<file path="src/rtl/operand_serializer.sv">
// ---------------------------------------------------------------------------
// operand_serializer
//
// Upstream feeder for a bit-serial adder. It accepts a pair of parallel
// WIDTH-bit operands over a valid/ready handshake and shifts them out
// LSB-first, one bit pair per clock. A one-entry pending register accepts
// the next pair while the current word is still shifting, so consecutive
// words stream out with no idle cycle in between. The first_bit and
// last_bit strobes frame each word so the adder can clear its carry.
//
// Ports:
//   clk        rising-edge clock, shared with the serial adder
//   rst        synchronous, active-high reset
//   load_valid op_a/op_b hold a valid operand pair
//   load_ready serializer can accept a pair this cycle (= !pend_full)
//   op_a/op_b  parallel operands, sampled only on a transfer cycle
//   out_A/B    serial operand bits, LSB first (to adder in_A/in_B)
//   first_bit  high while bit 0 of a word is on out_A/out_B
//   last_bit   high while bit WIDTH-1 of a word is on out_A/out_B
//   busy       a word is currently being shifted out
// ---------------------------------------------------------------------------
module operand_serializer #(
    parameter int WIDTH = 8
) (
    input  logic             clk,
    input  logic             rst,
    input  logic             load_valid,
    output logic             load_ready,
    input  logic [WIDTH-1:0] op_a,
    input  logic [WIDTH-1:0] op_b,
    output logic             out_A,
    output logic             out_B,
    output logic             first_bit,
    output logic             last_bit,
    output logic             busy
);

    localparam int CNT_W = $clog2(WIDTH);
    localparam logic [CNT_W-1:0] CNT_LAST = CNT_W'(WIDTH - 1);

    typedef enum logic {
        IDLE  = 1'b0,
        SHIFT = 1'b1
    } state_t;

    state_t           state_q, state_d;
    logic [WIDTH-1:0] sh_a_q, sh_a_d;
    logic [WIDTH-1:0] sh_b_q, sh_b_d;
    logic [CNT_W-1:0] cnt_q, cnt_d;
    logic [WIDTH-1:0] pend_a_q, pend_a_d;
    logic [WIDTH-1:0] pend_b_q, pend_b_d;
    logic             pend_full_q, pend_full_d;

    logic             xfer;

    // Ready depends on state only, never on load_valid.
    assign xfer = load_valid && !pend_full_q;

    // State register
    always_ff @(posedge clk) begin
        if (rst) begin
            state_q     <= IDLE;
            sh_a_q      <= '0;
            sh_b_q      <= '0;
            cnt_q       <= '0;
            pend_a_q    <= '0;
            pend_b_q    <= '0;
            pend_full_q <= 1'b0;
        end else begin
            state_q     <= state_d;
            sh_a_q      <= sh_a_d;
            sh_b_q      <= sh_b_d;
            cnt_q       <= cnt_d;
            pend_a_q    <= pend_a_d;
            pend_b_q    <= pend_b_d;
            pend_full_q <= pend_full_d;
        end
    end

    // Next-state logic
    always_comb begin
        state_d     = state_q;
        sh_a_d      = sh_a_q;
        sh_b_d      = sh_b_q;
        cnt_d       = cnt_q;
        pend_a_d    = pend_a_q;
        pend_b_d    = pend_b_q;
        pend_full_d = pend_full_q;

        unique case (state_q)
            IDLE: begin
                if (xfer) begin
                    sh_a_d  = op_a;
                    sh_b_d  = op_b;
                    cnt_d   = '0;
                    state_d = SHIFT;
                end
            end
            SHIFT: begin
                if (cnt_q != CNT_LAST) begin
                    sh_a_d = sh_a_q >> 1;
                    sh_b_d = sh_b_q >> 1;
                    cnt_d  = cnt_q + CNT_W'(1);
                    if (xfer) begin
                        pend_a_d    = op_a;
                        pend_b_d    = op_b;
                        pend_full_d = 1'b1;
                    end
                end else if (pend_full_q) begin
                    // End of word: the pending entry wins. No transfer can
                    // coincide because load_ready is low while it is full.
                    sh_a_d      = pend_a_q;
                    sh_b_d      = pend_b_q;
                    pend_full_d = 1'b0;
                    cnt_d       = '0;
                end else if (xfer) begin
                    // End of word with an empty pending slot: bypass it.
                    sh_a_d = op_a;
                    sh_b_d = op_b;
                    cnt_d  = '0;
                end else begin
                    state_d = IDLE;
                end
            end
            default: state_d = IDLE;
        endcase
    end

    // Outputs: functions of registered state only
    always_comb begin
        busy       = (state_q == SHIFT);
        load_ready = !pend_full_q;
        out_A      = busy && sh_a_q[0];
        out_B      = busy && sh_b_q[0];
        first_bit  = busy && (cnt_q == '0);
        last_bit   = busy && (cnt_q == CNT_LAST);
    end

endmodule

</file>
<file path="config.mk">
export PLATFORM = sky130hd
export DESIGN_NAME = operand_serializer
export DESIGN_NICKNAME = d
export VERILOG_FILES = /design/src/rtl/operand_serializer.sv
export SDC_FILE = /design/constraint.sdc
export NUM_CORES = 1
export LEC_CHECK = 0
export ABC_AREA = 1
export CORE_ASPECT_RATIO = 1.75
export CORE_MARGIN = 8
export CORE_UTILIZATION = 57
export CTS_CLUSTER_SIZE = 30
export DETAILED_ROUTE_END_ITERATION = 6
export PLACE_DENSITY = 0.79
export SETUP_SLACK_MARGIN = 0.2
export SLEW_MARGIN = 25
export SYNTH_ARGS = -nofsm -noshare
export SYNTH_HDL_FRONTEND = slang
export SYNTH_SLANG_ARGS = --single-unit
export TNS_END_PERCENT = 5
</file>
<file path="constraint.sdc">
create_clock -name clk -period 2.2 [get_ports clk]
set_input_delay 0.44 -clock clk [delete_from_list [all_inputs] [get_ports clk]]
set_output_delay 0.44 -clock clk [all_outputs]
set_load 0.01 [all_outputs]
</file>
==> results of run 1 <==
-- placed cells by master, fill, tap and decap left out, types with 4 or more instances in the layout --
cell,n
nor2_1,63
nand2_1,55
dfxtp_1,36
o21ai_0,32
inv_1,26
clkdlybuf4s50_1,22
nand3_1,17
clkbuf_8,7
a21oi_1,6
buf_4,6
o21ai_1,5
inv_2,4
-- cell families after synthesis --
kind of cell / count (synthesis) / synth area share
AOI/OAI and AO/OA: 44 / 0.1266
and+or+nand+nor: 140 / 0.3211
adders and majority gates: 4 / 0.02829
buffers and inverters: 42 / 0.1054
DFF: 37 / 0.4187
-- metal layers --
| metal | GRT usage | up-vias | wire, um |
|---|---|---|---|
| met3 | 0.05136 | 4 | 203 |
| met2 | 0.3174 | 43 | 2271 |
| met4 | 0.07202 | 0 | 37 |
| met1 | 0.1826 | 762 | 1706 |
| met5 | 0 | - | 0 |
| li1 | - | 880 | - |
-- flip-flops by register name (all words and copies together), names as in the netlist --
register / cells
pend_a_q: 8
pend_b_q: 8
sh_a_q: 8
sh_b_q: 8
cnt_q: 3
busy: 1
pend_full_q: 1
-- area by class of cell --
type,instances,area (um2)
Fill cell,291,917.1
Multi-Input combinational cell,188,844.6
Sequential cell,37,742.0
Timing Repair Buffer,30,286.5
Inverter,30,112.6
Clock buffer,7,96.34
Tap cell,29,36.28
Clock inverter,1,5.005
-- synth_stat cells --
library cell and number:
a21oi_1 6, buf_1 1, buf_2 5, buf_4 2, buf_6 2, clkbuf_1 2, dfxtp_1 37, ha_1 4
inv_1 26, inv_2 4, nand2_1 55, nand2_2 1, nand3_1 17, nand3_2 1, nand4_1 2, nor2_1 63
nor2_4 1, o21ai_0 32, o21ai_1 5, o21ai_2 1
-- worst register-to-register path: stages (launching register included) --
cell	delay, ps
dfxtp_1	330
ha_1	220
ha_2	210
nor2_1	260
nand2_2	220
inv_2	310
nor2_1	90
nor2_1	110
-- power groups by stage --
stage	sequential [uW]	combinational, uW	clock [uW]
6_report	765	254	525
5_1_grt	771	292	572
4_1_cts	764	257	535
3_5_place_dp	779	254	0
3_3_place_gp	777	249	0
2_1_floorplan	766	170	0
-- through the flow --
step	total power (uW)	hold WS, ps	area (um2)	setup slack, ps	utilization
2_1_floorplan	935.8	447.3	1769	668.1	-
4_1_cts	1556	488.7	2120	93.98	0.6971
3_5_place_dp	1034	473.4	2017	326.3	0.6634
5_1_grt	1635	495.3	2123	228.5	0.6984
6_report	1545	482.5	2123	324.9	0.6984
3_3_place_gp	1026	464.0	2017	339.9	0.6634
-- what timing repair did --
| action | in CTS | in global routing |
|---|---|---|
| hold buffers | 0 | 0 |
| setup endpoints to repair | 5 | 4 |
| pin swaps | 0 | 0 |
| gates resized for setup | 2 | 2 |
-- final timing paths --
path / endpoint / slack (ps) / cells after the start
setup reg to reg: pend_a_q[1] / 390 / 7
hold reg to reg: cnt_q[0] / 480 / 1
hold / removal: cnt_q[0] / 480 / 1
setup / recovery: out_B / 320 / 3
==> flow_summary_export.csv, run 1 <==
group,metric,value,unit
synthesis,synth_area_per_cell,6.626,um2
floorplan,core,3040,um2
cells_and_area,fin_cells,322,
sta,timing.final.max_slew_violations,0,
sta,rsz0062_at_grt,"false",
clock_network,clk_pin_slew_worst_paths,70,ps
drt,antenna_left,0,
hold_path,hp-start,"cnt_q[0]",
drt,wirelength,4.218,mm
clock_network,cts_buffers,5,
setup_path,crit_path_cell_trace,"nand2_1, inv_1, clkdlybuf4s50_1",
clock_network,cts_root_buf,"clkbuf_8",
hold_path,hold_path_class,"flop to flop",
power_and_ir_drop,total_leakage_power,0.001075,uW
sta,worst_pin_slew,484.8,ps
drt,drt-wirelength-per-cell,13.10,um
sta,setup-tns-final,0,ps
drt,drtPass1Iterations,4,
clock_network,clock_latency,290,ps
floorplan,die_h,89.70,um
sta,setup_viol,0,
setup_path,cp_num_buf_inv,2,
synthesis,netlist_area,1769,um2
global_route,antenna_found_initial,0,
global_route,grt.overflow.total,0,
setup_path,cpLargestDelayFamily,"buffers and inverters",
global_route,grt_max_degree,22,
drt,vias_per_cell,5.245,
sta,skew,5.828,ps
synthesis,ys_ff_latch,37,
sta,relSlewSlack,0.6760,
synthesis,seq_area_frac_synth,0.4187,
synthesis,synth_top_area_cell,"dfxtp_1",
clock_network,cts_tree,"done",
global_route,grt_pass1_vias,1721,
synthesis,yosysUniqueCellTypes,20,
floorplan,die-area,5213,um2
power_and_ir_drop,power_density,727.6,nW/um2
run,drv_cap,0,
power_and_ir_drop,clkPwrFrac,0.340,
global_route,grt_first_pass_wirelength,7.417,mm
sta,max_freq,0.5333,GHz
setup_path,critPathKind,"flop to primary output",
clock_network,htreeDepth,2,
setup_path,start_kind,"flop",
setup_path,arrival,1440,ps
global_route,grtUsageTotal,0.1774,
drt,drtIter0Drc,48,
status,status,"finished clean",
placed_design,io_buffers,24,
setup_path,critPathSlowestCell,"clkdlybuf4s50_1",
cells_and_area,final_nets,315,
drt,num_vias,1689,
setup_path,slowest_delay,530,ps
cells_and_area,antenna_cells,0,
setup_path,crit_path_end_kind,"primary output",
placed_design,hpwl,2.782,mm
synthesis,synth_top_area_share,0.4187,
clock_network,clock_path_buffers,2,
synthesis,synthesis.nets,290,
power_and_ir_drop,ir_drop,626.7,uV
power_and_ir_drop,p_sw_frac,0.2741,
cells_and_area,drive_gt1_frac,0.08191,
power_and_ir_drop,power_switching,423.4,uW
floorplan,die_w,58.12,um
sta,timing.final.crit_period,1875,ps
setup_path,worstPathMaxFanout,13,
placed_design,dpl.cell_count,314,
drt,drc,0,
floorplan,pin_count,25,
synthesis,ys_warn_count,0,
synthesis,synth_area_leaders,"dfxtp_1 42%, nor2_1 13%, nand2_1 12%",
floorplan,row_count,27,
sta,hold_viol,0,
clock_network,clkSinkCount,37,
setup_path,required,1760,ps
placed_design,gp_congestion,0.7621,
setup_path,crit_start,"busy",
sta,min_period_over_period,0.8523,
clock_network,cts_setup_buffers,0,
power_and_ir_drop,p_seq_frac,0.495,
power_and_ir_drop,combPwrFrac,0.165,
power_and_ir_drop,power.internal,1121,uW
cells_and_area,syn_to_final_growth,20.01,%
floorplan,start_util,0.5819,
setup_path,r2r_start,"cnt_q[0]",
synthesis,synth_cells,267,
No activity file was read; power rests on OpenSTA's default activity.
==> run 2, diff against run 1 <==
--- a/config.mk
+++ b/config.mk
@@ -6,7 +6,7 @@
 export NUM_CORES = 1
 export LEC_CHECK = 0
 export ABC_AREA = 1
-export CORE_ASPECT_RATIO = 1.75
+export CORE_ASPECT_RATIO = 2
 export CORE_MARGIN = 8
 export CORE_UTILIZATION = 57
 export CTS_CLUSTER_SIZE = 30
==> flow_summary_export.csv, run 2 (synthesis results as in run 1) <==
group,metric,value,unit
status,status,"finished clean",
floorplan,die_w,55.40,um
global_route,grt_first_pass_wirelength,7.093,mm
setup_path,critPathKind,"flop to primary output",
clock_network,clock_path_buffers,2,
setup_path,reg2reg_depth,7,
sta,rsz0062_at_grt,"false",
floorplan,core,2978,um2
setup_path,arrival,1480,ps
sta,setup_viol,0,
run,drv_cap,0,
cells_and_area,final_common_cell,"nor2_1",
placed_design,io_buffers,24,
cells_and_area,antenna_cells,0,
sta,setup-tns-final,0,ps
drt,drc,0,
setup_path,cpLargestDelayFamily,"buffers and inverters",
sta,timing.final.max_slew_violations,0,
sta,hold_viol,0,
power_and_ir_drop,total_leakage_power,0.001069,uW
setup_path,slowest_delay,540,ps
global_route,grtUsageMet2,0.3092,
setup_path,worstPathMaxFanout,4,
placed_design,dpl.cell_count,315,
drt,drtPass1Iterations,4,
sta,skew,7.729,ps
sta,relSlewSlack,0.6591,
global_route,antenna_found_initial,0,
power_and_ir_drop,power.total,1642,uW
global_route,grt_max_degree,29,
clock_network,postCtsHoldBufs,0,
floorplan,die_h,94.79,um
cells_and_area,syn_to_final_growth,21.78,%
setup_path,start_kind,"flop",
setup_path,cp_num_buf_inv,2,
global_route,grt_pass1_vias,1709,
drt,wirelength,4.136,mm
cells_and_area,fin_cells,323,
power_and_ir_drop,ir_drop,570.4,uV
drt,num_vias,1706,
global_route,use_met1,0.1469,
hold_path,min_to,"cnt_q[0]",
clock_network,cts_root_buf,"clkbuf_8",
global_route,top_usage_layer,"met2",
clock_network,clkSinkCount,37,
power_and_ir_drop,power_density,761.9,nW/um2
setup_path,crit_path_cell_trace,"inv_1, ha_1, nand2_1, nor2_1, clkdlybuf4s50_1",
cells_and_area,final_nets,315,
sta,max_freq,0.5222,GHz
clock_network,cts_setup_buffers,0,
cells_and_area,num-fill-cells,267,
setup_path,crit_path_end_kind,"primary output",
cells_and_area,multiInputGateArea,844.6,um2
clock_network,cts_buffers,5,
placed_design,gp_congestion,0.7749,
setup_path,critPathSlowestCell,"clkdlybuf4s50_1",
hold_path,holdPathStages,1,
clock_network,htreeDepth,2,
cells_and_area,mostFrequentLayoutCells,"63 x nor2_1, 55 x nand2_1, 35 x dfxtp_1, 32 x o21ai_0, 26 x inv_1",
sta,min_period_over_period,0.8705,
floorplan,pin_count,25,
sta,timing.final.crit_period,1915,ps
cells_and_area,drive_gt1_frac,0.08532,
hold_path,hold_path_class,"flop to flop",
floorplan,die-area,5251,um2
sta,worst_pin_slew,510.1,ps
floorplan,start_util,0.5941,
clock_network,clk_pin_slew_worst_paths,70,ps
global_route,grt_use_met3,0.05376,
clock_network,cts_tree,"done",
setup_path,required,1760,ps
placed_design,hpwl,2.774,mm
cells_and_area,ff_latch_area,743.2,um2
setup_path,r2r-end,"pend_a_q[1]",
drt,drtIter0Drc,70,
global_route,grtUsageTotal,0.1619,
drt,drt-wirelength-per-cell,12.80,um
clock_network,clock_latency,300,ps
drt,vias_per_cell,5.282,
hold_path,hp-start,"cnt_q[0]",
setup_path,regToRegSetupSlack,470,ps
floorplan,row_count,28,
global_route,grt.overflow.total,0,
drt,antenna_left,0,
setup_path,r2r_start,"cnt_q[0]",
run 2: how the worst max path moves through the flow:
stage | startpoint | endpoint | slack [ps] | depth (start not counted)
floorplan | cnt_q[0] | pend_a_q[0] | 670 | 7
global placement | cnt_q[0] | last_bit | 320 | 5
detailed placement | cnt_q[0] | last_bit | 310 | 5
CTS | busy | first_bit | 120 | 3
global route | cnt_q[1] | first_bit | 210 | 5
finish | cnt_q[0] | first_bit | 280 | 5
run 2: layout make-up:
class | count | area share
Clock inverter | 2 | 0.01742
Timing Repair Buffer | 30 | 0.1376
Tap cell | 30 | 0.01742
Multi-Input combinational cell | 188 | 0.3920
Inverter | 30 | 0.05226
Sequential cell | 37 | 0.3449
Clock buffer | 6 | 0.03833
run 2: timing repair:
action,4_1_cts,5_1_grt
endpoints found under the setup margin,4,4
resized for setup,3,1
endpoints found under the hold margin,0,0
run 2: power breakdown:
group | internal (uW) | total [uW] | switching, uW
registers | 726 | 764 | 37.8
logic | 116 | 257 | 141
clock network | 369 | 620 | 252
total | 1210 | 1640 | 431
run 2: stage by stage:
step,cell area [um2],utilization,setup slack (ps),hold slack [ps]
finish,2155,0.7235,285.0,445.3
global route,2155,0.7235,214.2,459.1
CTS,2153,0.7231,117.7,447.5
detailed placement,2031,0.6819,313.3,473.6
global placement,2031,0.6819,321.0,461.1
floorplan,1769,-,668.1,447.3
run 2: metal layers:
layer	routed length (um)	vias up
li1	-	884
met1	1758	780
met2	2138	36
met3	169	6
met4	69	0
met5	0	-
==> run 3, diff against run 2 <==
--- a/config.mk
+++ b/config.mk
@@ -11,6 +11,7 @@
 export CORE_UTILIZATION = 57
 export CTS_CLUSTER_SIZE = 30
 export DETAILED_ROUTE_END_ITERATION = 6
+export GPL_ROUTABILITY_DRIVEN = 0
 export PLACE_DENSITY = 0.79
 export SETUP_SLACK_MARGIN = 0.2
 export SLEW_MARGIN = 25
==> results of run 3 <==
The final DEF is identical to that of run 2; final timing and power are the same.
